===== config.mk =====
export PLATFORM = sky130hd
export DESIGN_NAME = uart_receiver
export DESIGN_NICKNAME = d
export VERILOG_FILES = /design/src/rtl/uart_pkg.sv /design/src/rtl/uart_rx_sync.sv /design/src/rtl/uart_receiver.sv
export SDC_FILE = /design/constraint.sdc
export NUM_CORES = 1
export LEC_CHECK = 0
export CORE_MARGIN = 4
export CORE_UTILIZATION = 58
export CTS_CLUSTER_DIAMETER = 150
export CTS_CLUSTER_SIZE = 30
export DETAILED_ROUTE_END_ITERATION = 10
export PLACE_DENSITY = 0.84
export SLEW_MARGIN = 20
export SYNTH_ARGS = -nofsm -noshare
export SYNTH_HDL_FRONTEND = slang
export SYNTH_SLANG_ARGS = --single-unit

===== constraint.sdc =====
create_clock -name clk -period 2.7 [get_ports clk]
set_input_delay 0.27 -clock clk [delete_from_list [all_inputs] [get_ports clk]]
set_output_delay 0.27 -clock clk [all_outputs]
set_load 0.03 [all_outputs]

===== src/rtl/uart_pkg.sv =====
// Shared UART types and constants.
// Receiver and transmitter state encodings live here.
package uart_pkg;

    localparam int unsigned DEFAULT_CYCLES_PER_BIT = 10416;

    typedef logic [2:0] rx_state_t;

    localparam rx_state_t RX_IDLE      = 3'd0;
    localparam rx_state_t RX_START     = 3'd1;
    localparam rx_state_t RX_DATA      = 3'd2;
    localparam rx_state_t RX_STOP      = 3'd3;
    localparam rx_state_t RX_WAIT_HIGH = 3'd4;

    typedef logic [1:0] tx_state_t;

    localparam tx_state_t TX_IDLE  = 2'd0;
    localparam tx_state_t TX_START = 2'd1;
    localparam tx_state_t TX_DATA  = 2'd2;
    localparam tx_state_t TX_STOP  = 2'd3;

    // Last count of the half-bit wait used to land on mid-bit.
    function automatic logic [15:0] half_last(input int unsigned cpb);
        return 16'(cpb / 2 - 1);
    endfunction

endpackage


===== src/rtl/uart_rx_sync.sv =====
// Flop-chain synchroniser for an asynchronous input.
// Resets to 1 so an idle-high line reads idle.
module uart_rx_sync
    import uart_pkg::*;
#(
    parameter int unsigned SYNC_STAGES = 2
) (
    input  logic clk,
    input  logic i_reset_n,
    input  logic i_async,
    output logic rx_s
);

    logic [SYNC_STAGES-1:0] chain_q;

    // Shift the async input through the chain.
    always_ff @(posedge clk or negedge i_reset_n) begin
        if (!i_reset_n) begin
            chain_q <= '1;
        end else begin
            chain_q <= {chain_q[SYNC_STAGES-2:0], i_async};
        end
    end

    assign rx_s = chain_q[SYNC_STAGES-1];

endmodule


===== src/rtl/uart_receiver.sv =====
// 8N1 UART receiver: start detect, mid-bit sampling,
// one-cycle valid / framing-error pulses.
module uart_receiver
    import uart_pkg::*;
#(
    parameter int unsigned CYCLES_PER_BIT = DEFAULT_CYCLES_PER_BIT,
    parameter int unsigned SYNC_STAGES    = 2
) (
    input  logic       clk,
    input  logic       i_reset_n,
    input  logic       i_rx,
    output logic [0:7] o_data,
    output logic       o_valid,
    output logic       o_frame_error,
    output logic       o_busy
);

    localparam logic [15:0] HALF_LAST = half_last(CYCLES_PER_BIT);
    localparam logic [15:0] BIT_LAST  = 16'(CYCLES_PER_BIT - 1);

    logic rx_s;

    uart_rx_sync #(
        .SYNC_STAGES(SYNC_STAGES)
    ) u_sync (
        .clk      (clk),
        .i_reset_n(i_reset_n),
        .i_async  (i_rx),
        .rx_s     (rx_s)
    );

    rx_state_t              state_q, state_d;
    logic [15:0]            cnt_q, cnt_d;
    logic [2:0]             bit_q, bit_d;
    logic [7:0]             shift_q, shift_d;
    logic [7:0]             data_q, data_d;
    logic                   valid_q, valid_d;
    logic                   ferr_q, ferr_d;
    logic                   prev_q;
    logic [SYNC_STAGES-1:0] arm_q;
    logic                   armed;
    logic                   fall;

    // rx_s only reflects the real line once the chain has flushed
    // its reset value; edges are tracked from then on, so a line
    // held low across reset is not mistaken for a start bit.
    assign armed = arm_q[SYNC_STAGES-1];
    assign fall  = armed & prev_q & ~rx_s;

    // Next-state and datapath.
    always_comb begin
        state_d = state_q;
        cnt_d   = cnt_q;
        bit_d   = bit_q;
        shift_d = shift_q;
        data_d  = data_q;
        valid_d = 1'b0;
        ferr_d  = 1'b0;
        case (state_q)
            RX_IDLE: begin
                if (fall) begin
                    state_d = RX_START;
                    cnt_d   = '0;
                end
            end
            RX_START: begin
                if (cnt_q == HALF_LAST) begin
                    cnt_d   = '0;
                    bit_d   = '0;
                    state_d = rx_s ? RX_IDLE : RX_DATA;
                end else begin
                    cnt_d = cnt_q + 16'd1;
                end
            end
            RX_DATA: begin
                if (cnt_q == BIT_LAST) begin
                    cnt_d   = '0;
                    shift_d = {rx_s, shift_q[7:1]};
                    bit_d   = bit_q + 3'd1;
                    if (bit_q == 3'd7) begin
                        state_d = RX_STOP;
                    end
                end else begin
                    cnt_d = cnt_q + 16'd1;
                end
            end
            RX_STOP: begin
                if (cnt_q == BIT_LAST) begin
                    cnt_d = '0;
                    if (rx_s) begin
                        data_d  = shift_q;
                        valid_d = 1'b1;
                        state_d = RX_IDLE;
                    end else begin
                        ferr_d  = 1'b1;
                        state_d = RX_WAIT_HIGH;
                    end
                end else begin
                    cnt_d = cnt_q + 16'd1;
                end
            end
            RX_WAIT_HIGH: begin
                if (rx_s) begin
                    state_d = RX_IDLE;
                end
            end
            default: begin
                state_d = RX_IDLE;
            end
        endcase
    end

    // State, counters and registered outputs.
    always_ff @(posedge clk or negedge i_reset_n) begin
        if (!i_reset_n) begin
            state_q <= RX_IDLE;
            cnt_q   <= '0;
            bit_q   <= '0;
            shift_q <= '0;
            data_q  <= '0;
            valid_q <= 1'b0;
            ferr_q  <= 1'b0;
            prev_q  <= 1'b0;
            arm_q   <= '0;
        end else begin
            state_q <= state_d;
            cnt_q   <= cnt_d;
            bit_q   <= bit_d;
            shift_q <= shift_d;
            data_q  <= data_d;
            valid_q <= valid_d;
            ferr_q  <= ferr_d;
            arm_q   <= {arm_q[SYNC_STAGES-2:0], 1'b1};
            if (armed) begin
                prev_q <= rx_s;
            end
        end
    end

    assign o_data        = data_q;
    assign o_valid       = valid_q;
    assign o_frame_error = ferr_q;
    assign o_busy        = (state_q != RX_IDLE);

endmodule


==> results of run 1 <==
## per-stage QoR
stage | cells | area (um^2) | hold WS [ns]
2_1_floorplan | 187 | 2110 | -0.0256
3_3_place_gp | 240 | 2260 | 0.341
3_5_place_dp | 240 | 2260 | 0.345
4_1_cts | 248 | 2340 | 0.0651
5_1_grt | 248 | 2340 | 0.0912
6_report | 248 | 2340 | 0.0451
## flip-flops by register name, summed over array words and instances (netlist names), 2 cells and up
name,cells
arm_q,2
bit_q,3
cnt_q,16
o_data,8
shift_q,8
state_q,3
u_sync.chain_q,2
## report_power, final
group	switching [mW]	internal [mW]
sequential	0.0555	0.713
combinational	0.221	0.124
clock	0.207	0.197
total	0.484	1.03
## worst paths after layout
check / start / cells after the start / end
min in group clk: i_rx / 1 / u_sync.chain_q[0]
max: cnt_q[6] / 4 / o_data[3]
min reg2reg: arm_q[0] / 0 / arm_q[1]
max reg2reg: cnt_q[6] / 4 / o_data[3]
min: i_reset_n / 1 / o_data[0]
max in group asynchronous: i_reset_n / 1 / o_data[3]
## placed cells by master (no fill, tap or decap), types with 4 or more instances in the layout
cell type	n
a21oi_1	6
a22o_1	8
a31oi_1	5
and3_1	4
clkbuf_4	5
clkdlybuf4s50_1	12
dfrtp_1	43
inv_1	7
mux2_1	8
mux2_2	6
nand2_1	17
nand3_1	15
nand3b_1	5
nor2_1	8
o21ai_0	8
xnor2_1	5
## cell type report
class                           count  area, um^2  area share [%]
Timing Repair Buffer               15         140            5.99
Clock buffer                        6        41.3            1.76
Inverter                            7        26.3            1.12
Sequential cell                    45        1130            48.2
Tap cell                           46        57.6            2.46
Multi-Input combinational cell    127         907            38.8
Clock inverter                      2        38.8            1.66
## cells in the mapped netlist (5+ instances only)
cell / n
nand3_1: 15
a21oi_1: 6
a31oi_1: 5
nand3b_1: 5
mux2_2: 6
mux2_1: 8
o21ai_0: 8
nor2_1: 8
nand2_1: 17
xnor2_1: 5
a22o_1: 8
dfrtp_1: 43
inv_1: 7
## cell families after synthesis
| family | after synthesis | share of synthesized area (%) |
|---|---|---|
| buf+inv | 15 | 3.74 |
| compound gates | 34 | 10.7 |
| flops | 45 | 53.6 |
| other cells | 1 | 0.178 |
| xor+xnor | 5 | 2.08 |
| simple gates | 67 | 18.6 |
| fa+ha+maj | 3 | 1.78 |
| mux | 17 | 9.38 |
## metal layers
layer  vias to the layer above  routed length [um]  track usage (%)
li1                        701                   -                -
met1                       736                1700             24.9
met2                        52                1960             31.8
met3                        15                 206             5.42
met4                         0                  92             9.18
met5                         -                   0                0
==> flow_metrics.env, run 1 <==
export IMPL_vias=1504
export IMPL_place_hpwl_um=2770
export IMPL_worstSetupStartpointType="register"
export IMPL_cts_tree="yes"
export IMPL_cp_required_ns=2.94
export IMPL_synth_area_leaders="dfrtp_1 (51%), mux2_1 (4.3%), nand3_1 (3.6%)"
export IMPL_ys_types=40
export IMPL_firstDrtPassIters=4
export IMPL_drc=0
export IMPL_peakVddDrop_mv=0.391
export IMPL_drt_initial_drc_count=126
export IMPL_cts_buffers=5
export IMPL_wl_per_cell_um=15.9
export IMPL_yosys_most_used_dff="dfrtp_1"
export IMPL_drive_above_1_share_pct=12.9
export IMPL_pre_cts_ws_ns=0.259
export IMPL_leakage_nw=1.05
export IMPL_fp_row_count=21
export IMPL_cpMaxStageDelayCell="or4bb_1"
export IMPL_core_um2=3420
export IMPL_synthCells=187
export IMPL_p_per_area_nw_per_um2=649
export IMPL_rsz0062_at_grt="no"
export IMPL_status="completed"
export IMPL_n_antenna_cell=0
export IMPL_setup_ws_ns=0.247
export IMPL_ant_nets=0
export IMPL_ys_seq_area_share_pct=53.6
export IMPL_grtUsageTotal_pct=19.8
export IMPL_fin_util_pct=68.5
export IMPL_cts_hold_buffers=0
export IMPL_hold_viol=0
export IMPL_grt_pass1_vias=1484
export IMPL_min_period_over_period_pct=90.8
export IMPL_async_flop_share_pct=100
export IMPL_gp_congestion=0.829
export IMPL_clock_tree_root_cell="clkbuf_4"
export IMPL_ioPinCount=14
export IMPL_cts_sinks=45
export IMPL_n_fill_cell=260
export IMPL_crit_path_cell_trace="or4bb_1 -> nor4_4 -> and4_1 -> mux2_1"
export IMPL_cts_setup_buffers=0
export IMPL_cap_violations=0
export IMPL_htree_levels=2
export IMPL_grt_max_degree=46
export IMPL_r2r_slack_ns=0.25
export IMPL_worstSetupPathType="reg -> reg"
export IMPL_via_per_inst=6.06
export IMPL_synth_area_um2=2110
export IMPL_dieHeight_um=68.3
export IMPL_fmax_ghz=0.408
export IMPL_io_buffer_count=13
export IMPL_critical_path_top_delay_family="simple AND/OR/NAND/NOR gates"
export IMPL_synth_edf_count=0
export IMPL_synth_top_area_share_pct=51.1
export IMPL_die_area_um2=4660
export IMPL_gr_total_overflow=0
export IMPL_max_slew_margin_pct=28.4
export IMPL_syn_nets=193
export IMPL_min_path_type="in -> async"
export IMPL_drv_slew=0
export IMPL_start_util_pct=61.7
export IMPL_yosysTopAreaCell="dfrtp_1"
export IMPL_ys_ff_latch=45
export IMPL_antenna_found_initial=0
export IMPL_worstMarginPinSlew_ns=1.07
export IMPL_finalPower_mw=1.52
export IMPL_fin_crit_ns=2.45
export IMPL_finalSetupTns_ns=0
export IMPL_finalSetupViolCount=0
export IMPL_cp_end_kind="register"
export IMPL_path_buf_inv=0
export IMPL_clk_latency_ns=0.36
export IMPL_slowest_delay_ns=0.61
export IMPL_clockBufferDepth=2
export IMPL_clk_pin_slew_ns=0.13
export IMPL_synth_avg_cell_area_um2=11.3
export IMPL_critPathArrivalTime_ns=2.69
export IMPL_grt_pass1_wl_um=6800
export IMPL_syn2layout_area_growth_pct=11.0
export IMPL_cts_resized=0
export IMPL_num_nets_final=207
export IMPL_die_x_um=68.3
export IMPL_path_max_fanout=8
export IMPL_yosysWarnings=0
export IMPL_totalWireLength_um=3950
export IMPL_skew_ns=0.0130
Note: power is estimated with default switching activity, not from simulation.
==> run 2, diff against run 1 <==
--- a/config.mk
+++ b/config.mk
@@ -10,6 +10,7 @@
 export CTS_CLUSTER_DIAMETER = 150
 export CTS_CLUSTER_SIZE = 30
 export DETAILED_ROUTE_END_ITERATION = 10
+export MAX_ROUTING_LAYER = met4
 export PLACE_DENSITY = 0.84
 export SLEW_MARGIN = 20
 export SYNTH_ARGS = -nofsm -noshare
==> run 2 against run 1 <==
Register-to-register slack about the same. Critical path depth increased by 3. Worst hold slack got worse by 0.0020 ns. Worst setup slack got worse by 0.0021 ns. Largest cell class unchanged. Clock power increased by 1%. Sequential power about the same. Cell area unchanged. Count of clock-buffer cells in the layout unchanged. Critical endpoint is now cnt_q[15]. Clock skew increased by 0.00060 ns. Power increased by 0.42%. First-iteration DRC count decreased by 5.6%. Critical path type unchanged.
==> flow_metrics.env, run 2 (synthesized netlist as in run 1, its figures left out) <==
export IMPL_core_um2=3420
export IMPL_gr_total_overflow=0
export IMPL_min_period_over_period_pct=90.9
export IMPL_crit_path_cell_trace="ha_1 -> nand4b_1 -> nor4_4 -> o32ai_2 -> buf_4 -> nand2_1 -> a31oi_1"
export IMPL_cap_violations=0
export IMPL_worstMarginPinSlew_ns=1.08
export IMPL_rsz0062_at_grt="no"
export IMPL_clk_latency_ns=0.36
export IMPL_ioPinCount=14
export IMPL_critical_path_top_delay_family="compound AO/OA/AOI/OAI gates"
export IMPL_reg2reg_to="cnt_q[15]"
export IMPL_path_buf_inv=1
export IMPL_fp_row_count=21
export IMPL_drt_initial_drc_count=119
export IMPL_firstDrtPassIters=4
export IMPL_grt_pass1_wl_um=6820
export IMPL_critPathCapture="cnt_q[15]"
export IMPL_critPathArrivalTime_ns=2.73
export IMPL_min_path_type="in -> async"
export IMPL_place_hpwl_um=2770
export IMPL_htree_levels=2
export IMPL_max_slew_margin_pct=27.8
export IMPL_die_x_um=68.3
export IMPL_drc=0
export IMPL_clockBufferDepth=2
export IMPL_finalSetupTns_ns=0
export IMPL_io_buffer_count=13
export IMPL_grtUsageTotal_pct=20.4
export IMPL_drv_slew=0
export IMPL_cp_end_kind="register"
export IMPL_fmax_ghz=0.407
export IMPL_cts_resized=0
export IMPL_path_max_fanout=19
export IMPL_syn2layout_area_growth_pct=11.0
export IMPL_r2r_slack_ns=0.25
export IMPL_drive_above_1_share_pct=12.9
export IMPL_start_util_pct=61.7
export IMPL_crit_cells=7
export IMPL_grt_pass1_vias=1482
export IMPL_cp_startpoint="cnt_q[0]"
export IMPL_r2r_start="cnt_q[0]"
export IMPL_totalWireLength_um=3970
export IMPL_cts_buffers=5
export IMPL_hold_viol=0
export IMPL_worstRegToRegCells=7
export IMPL_status="completed"
export IMPL_n_fill_cell=260
export IMPL_grt_max_degree=46
export IMPL_num_nets_final=207
export IMPL_cts_sinks=45
export IMPL_slowest_delay_ns=0.87
export IMPL_cts_setup_buffers=0
export IMPL_clk_pin_slew_ns=0.13
export IMPL_leakage_nw=1.05
export IMPL_cp_required_ns=2.98
export IMPL_gp_congestion=0.841
export IMPL_die_area_um2=4660
export IMPL_antenna_found_initial=0
export IMPL_cts_hold_buffers=0
export IMPL_top_register="cnt_q"
export IMPL_peakVddDrop_mv=0.391
export IMPL_layout_cells_most_common="dfrtp_1"
export IMPL_cpMaxStageDelayCell="o32ai_2"
export IMPL_worstSetupPathType="reg -> reg"
export IMPL_wl_per_cell_um=16.0
export IMPL_vias=1515
export IMPL_hold_ws_ns=0.0430
export IMPL_clock_tree_root_cell="clkbuf_4"
export IMPL_skew_ns=0.0136
export IMPL_via_per_inst=6.11
export IMPL_p_per_area_nw_per_um2=651
export IMPL_finalSetupViolCount=0
export IMPL_fin_crit_ns=2.45
export IMPL_dieHeight_um=68.3
export IMPL_largest_reg_flops=16
export IMPL_n_antenna_cell=0
export IMPL_cts_tree="yes"
export IMPL_ant_nets=0
export IMPL_layout_common_cells="dfrtp_1 (43), nand2_1 (17), nand3_1 (15)"
export IMPL_worstSetupStartpointType="register"
[run 2: cell counts in the layout (fill, tap and decap cells not counted)]
No cell type changed its count.
[run 2: report_power, final]
group / switching [mW] / internal [mW]
registers: 0.0559 / 0.713
logic: 0.224 / 0.124
clock network: 0.211 / 0.197
[run 2: worst min path at each step]
stage / from / endpoint / slack, ns / cells past startpoint
finish: i_reset_n / o_data[0] / 0.04 / 1
floorplan: i_reset_n / arm_q[0] / -0.03 / 0
global route: i_reset_n / o_data[5] / 0.09 / 1
detailed placement: arm_q[0] / arm_q[1] / 0.34 / 0
global placement: arm_q[0] / arm_q[1] / 0.34 / 0
CTS: i_reset_n / o_data[5] / 0.07 / 1
[run 2: metal layers]
| metal | vias to the layer above | global-route usage (%) | part of all wire, % |
|---|---|---|---|
| met4 | 0 | 9.18 | 3.0 |
| met3 | 20 | 5.42 | 5.6 |
| met2 | 54 | 31.8 | 48 |
| li1 | 704 | - | - |
| met1 | 737 | 25.0 | 43 |
| met5 | - | - | 0 |
[run 2: cell type report]
cell class / instances / area (um^2) / area share, %
repair buffers: 15 / 140 / 5.99
clock inverters: 2 / 38.8 / 1.66
flip-flops and latches: 45 / 1130 / 48.2
clock buffers: 6 / 41.3 / 1.76
well taps: 46 / 57.6 / 2.46
multi-input cells: 127 / 907 / 38.8
inverters: 7 / 26.3 / 1.12
[run 2: per-stage QoR]
stage | std cells | cell area [um^2] | setup WS (ns) | total power [mW] | utilization, %
after floorplan | 187 | 2110 | 0.616 | 1.03 | -
after global placement | 240 | 2260 | 0.391 | 1.10 | 66.2
after detailed placement | 240 | 2260 | 0.259 | 1.12 | 66.2
after CTS | 248 | 2340 | 0.232 | 1.53 | 68.5
after global routing | 248 | 2340 | 0.0590 | 1.61 | 68.5
final | 248 | 2340 | 0.245 | 1.52 | 68.5
[run 2: worst register-to-register path: stages, from the launching register on]
cell	delay, ns
dfrtp_1	0.44
ha_1	0.29
nand4b_1	0.18
nor4_4	0.07
o32ai_2	0.88
buf_4	0.29
nand2_1	0.05
a31oi_1	0.18
==> run 3, diff against run 2 <==
--- a/config.mk
+++ b/config.mk
@@ -5,14 +5,17 @@
 export SDC_FILE = /design/constraint.sdc
 export NUM_CORES = 1
 export LEC_CHECK = 0
+export CELL_PAD_IN_SITES_DETAIL_PLACEMENT = 0
+export CELL_PAD_IN_SITES_GLOBAL_PLACEMENT = 1
 export CORE_MARGIN = 4
-export CORE_UTILIZATION = 58
+export CORE_UTILIZATION = 46
 export CTS_CLUSTER_DIAMETER = 150
 export CTS_CLUSTER_SIZE = 30
 export DETAILED_ROUTE_END_ITERATION = 10
+export GPL_ROUTABILITY_DRIVEN = 0
 export MAX_ROUTING_LAYER = met4
-export PLACE_DENSITY = 0.84
-export SLEW_MARGIN = 20
+export PLACE_DENSITY = 0.82
+export SLEW_MARGIN = 0
 export SYNTH_ARGS = -nofsm -noshare
 export SYNTH_HDL_FRONTEND = slang
 export SYNTH_SLANG_ARGS = --single-unit
==> run 3 against run 2 <==
Sequential power about the same. Critical path depth decreased by 3. Critical endpoint is now o_data[0]. Worst setup slack improved by 0.12 ns. Die area increased by 23%. Largest power group unchanged. Global-route usage decreased by 4.1 points. Count of clock-buffer cells in the layout unchanged. Register-to-register slack improved by 0.12 ns. Flip-flop and latch count unchanged.
==> flow_metrics.env, run 3 (synthesized netlist as in run 1, its figures left out) <==
export IMPL_status="completed"
export IMPL_finalSetupTns_ns=0
export IMPL_largest_reg_flops=16
export IMPL_crit_path_cell_trace="or4bb_1 -> nor4_4 -> and4_1 -> mux2_1"
export IMPL_start_util_pct=48.1
export IMPL_p_per_area_nw_per_um2=678
export IMPL_peakVddDrop_mv=0.417
export IMPL_core_um2=4380
export IMPL_place_hpwl_um=2810
export IMPL_min_path_type="in -> async"
export IMPL_die_area_um2=5730
export IMPL_finalSetupViolCount=0
export IMPL_cp_required_ns=2.87
export IMPL_htree_levels=2
export IMPL_worstMarginPinSlew_ns=0.967
export IMPL_top_register="cnt_q"
export IMPL_min_period_over_period_pct=86.6
export IMPL_drv_slew=0
export IMPL_r2r_start="cnt_q[6]"
export IMPL_cts_resized=0
export IMPL_die_x_um=75.7
export IMPL_max_slew_margin_pct=35.5
export IMPL_finalPower_mw=1.61
export IMPL_num_nets_final=206
export IMPL_grt_pass1_wl_um=6890
export IMPL_cp_startpoint="cnt_q[6]"
export IMPL_grtUsageTotal_pct=16.4
export IMPL_critPathArrivalTime_ns=2.51
export IMPL_vias=1460
export IMPL_leakage_nw=1.06
export IMPL_drt_initial_drc_count=92
export IMPL_syn2layout_area_growth_pct=12.9
export IMPL_worstSetupPathType="reg -> reg"
export IMPL_p_int_mw=1.12
export IMPL_switching_share_pct=30.6
export IMPL_path_max_fanout=8
export IMPL_grt_pass1_vias=1469
export IMPL_cpMaxStageDelayCell="or4bb_1"
export IMPL_dieHeight_um=75.7
export IMPL_totalWireLength_um=3880
export IMPL_grt_max_degree=46
export IMPL_layout_cells_most_common="dfrtp_1"
export IMPL_cap_violations=0
export IMPL_slowest_delay_ns=0.59
export IMPL_antenna_found_initial=0
export IMPL_drc=0
export IMPL_ioPinCount=14
export IMPL_via_per_inst=5.77
export IMPL_p_comb_share_pct=22.3
export IMPL_wl_per_cell_um=15.3
export IMPL_fin_crit_ns=2.34
export IMPL_cts_hold_buffers=0
export IMPL_ant_nets=0
export IMPL_reg2reg_to="o_data[0]"
export IMPL_clockBufferDepth=2
export IMPL_clk_latency_ns=0.29
export IMPL_skew_ns=0.00428
export IMPL_drive_above_1_share_pct=12.4
export IMPL_n_fill_cell=368
export IMPL_worstRegToRegCells=4
export IMPL_gr_total_overflow=0
export IMPL_power_frac_seq_pct=47.5
export IMPL_clkPwrFrac_pct=30.2
export IMPL_io_buffer_count=13
export IMPL_hold_viol=0
export IMPL_firstDrtPassIters=4
export IMPL_cts_sinks=45
export IMPL_layout_common_cells="dfrtp_1 (43), nand2_1 (17), nand3_1 (15)"
export IMPL_rsz0062_at_grt="no"
export IMPL_clk_pin_slew_ns=0.08
export IMPL_p_sw_uw=494
export IMPL_cp_end_kind="register"
export IMPL_fmax_ghz=0.428
export IMPL_cts_setup_buffers=0
export IMPL_fp_row_count=24
export IMPL_cts_buffers=5
export IMPL_clock_tree_root_cell="clkbuf_8"
export IMPL_n_antenna_cell=0
export IMPL_worstSetupStartpointType="register"
export IMPL_cts_tree="yes"
export IMPL_r2r_slack_ns=0.36
export IMPL_critPathCapture="o_data[0]"
[run 3: changes by cell type in the layout (fill, tap and decap cells not counted)]
cell	previous run	this run
buf_4	2	0
clkbuf_4	5	0
clkinv_2	0	1
clkinv_4	1	0
clkbuf_8	0	5
buf_12	0	1
[run 3: area by class of cell]
type / instances / area (um^2) / share of cell area, %
timing repair buffer: 14 / 145 / 6.10
sequential: 45 / 1130 / 47.4
tap: 52 / 65.1 / 2.73
inverter: 7 / 26.3 / 1.10
clock buffer: 6 / 72.6 / 3.05
clock inverter: 2 / 35.0 / 1.47
multi-input combinational: 127 / 907 / 38.1
[run 3: layer usage]
metal	wire (um)	track usage [%]	vias to the layer above	part of all wire, %
met5	0	-	-	0
met4	40	4.66	0	1.0
met3	163	3.56	7	4.2
li1	-	-	696	-
met2	1930	26.6	30	50
met1	1740	20.7	727	45
[run 3: stage by stage]
step / setup slack [ns] / hold WS [ns] / util [%] / std cells / area (um^2)
after floorplan: 0.616 / -0.0256 / - / 187 / 2110
after global placement: 0.423 / 0.334 / 51.8 / 245 / 2270
after detailed placement: 0.362 / 0.349 / 51.8 / 245 / 2270
after CTS: 0.352 / 0.163 / 54.3 / 253 / 2380
after global routing: 0.197 / 0.213 / 54.3 / 253 / 2380
final: 0.362 / 0.116 / 54.3 / 253 / 2380
[run 3: how the worst min path moves through the flow]
| stage | start | endpoint | slack, ns | depth (start not counted) |
|---|---|---|---|---|
| floorplan | i_reset_n | arm_q[0] | -0.03 | 0 |
| finish | i_reset_n | o_data[6] | 0.12 | 1 |
| detailed placement | u_sync.chain_q[0] | u_sync.chain_q[1] | 0.35 | 0 |
| global route | i_reset_n | o_data[6] | 0.21 | 1 |
| global placement | arm_q[0] | arm_q[1] | 0.33 | 0 |
| CTS | i_reset_n | o_data[6] | 0.16 | 1 |
[run 3: power by group through the flow]
stage                     clock (mW)  combinational, mW  sequential (mW)
after floorplan                    0              0.277            0.753
after global placement             0              0.351            0.774
after detailed placement           0              0.363            0.778
after CTS                      0.503              0.364            0.764
after global routing           0.528              0.407            0.776
final                          0.488              0.360            0.766
[run 3: worst max-delay path: cells and delay by family, from the launching register on]
family | cells | cell delay, ns
muxes | 1 | 0.37
and+or+nand+nor | 3 | 1.41
DFF | 1 | 0.44
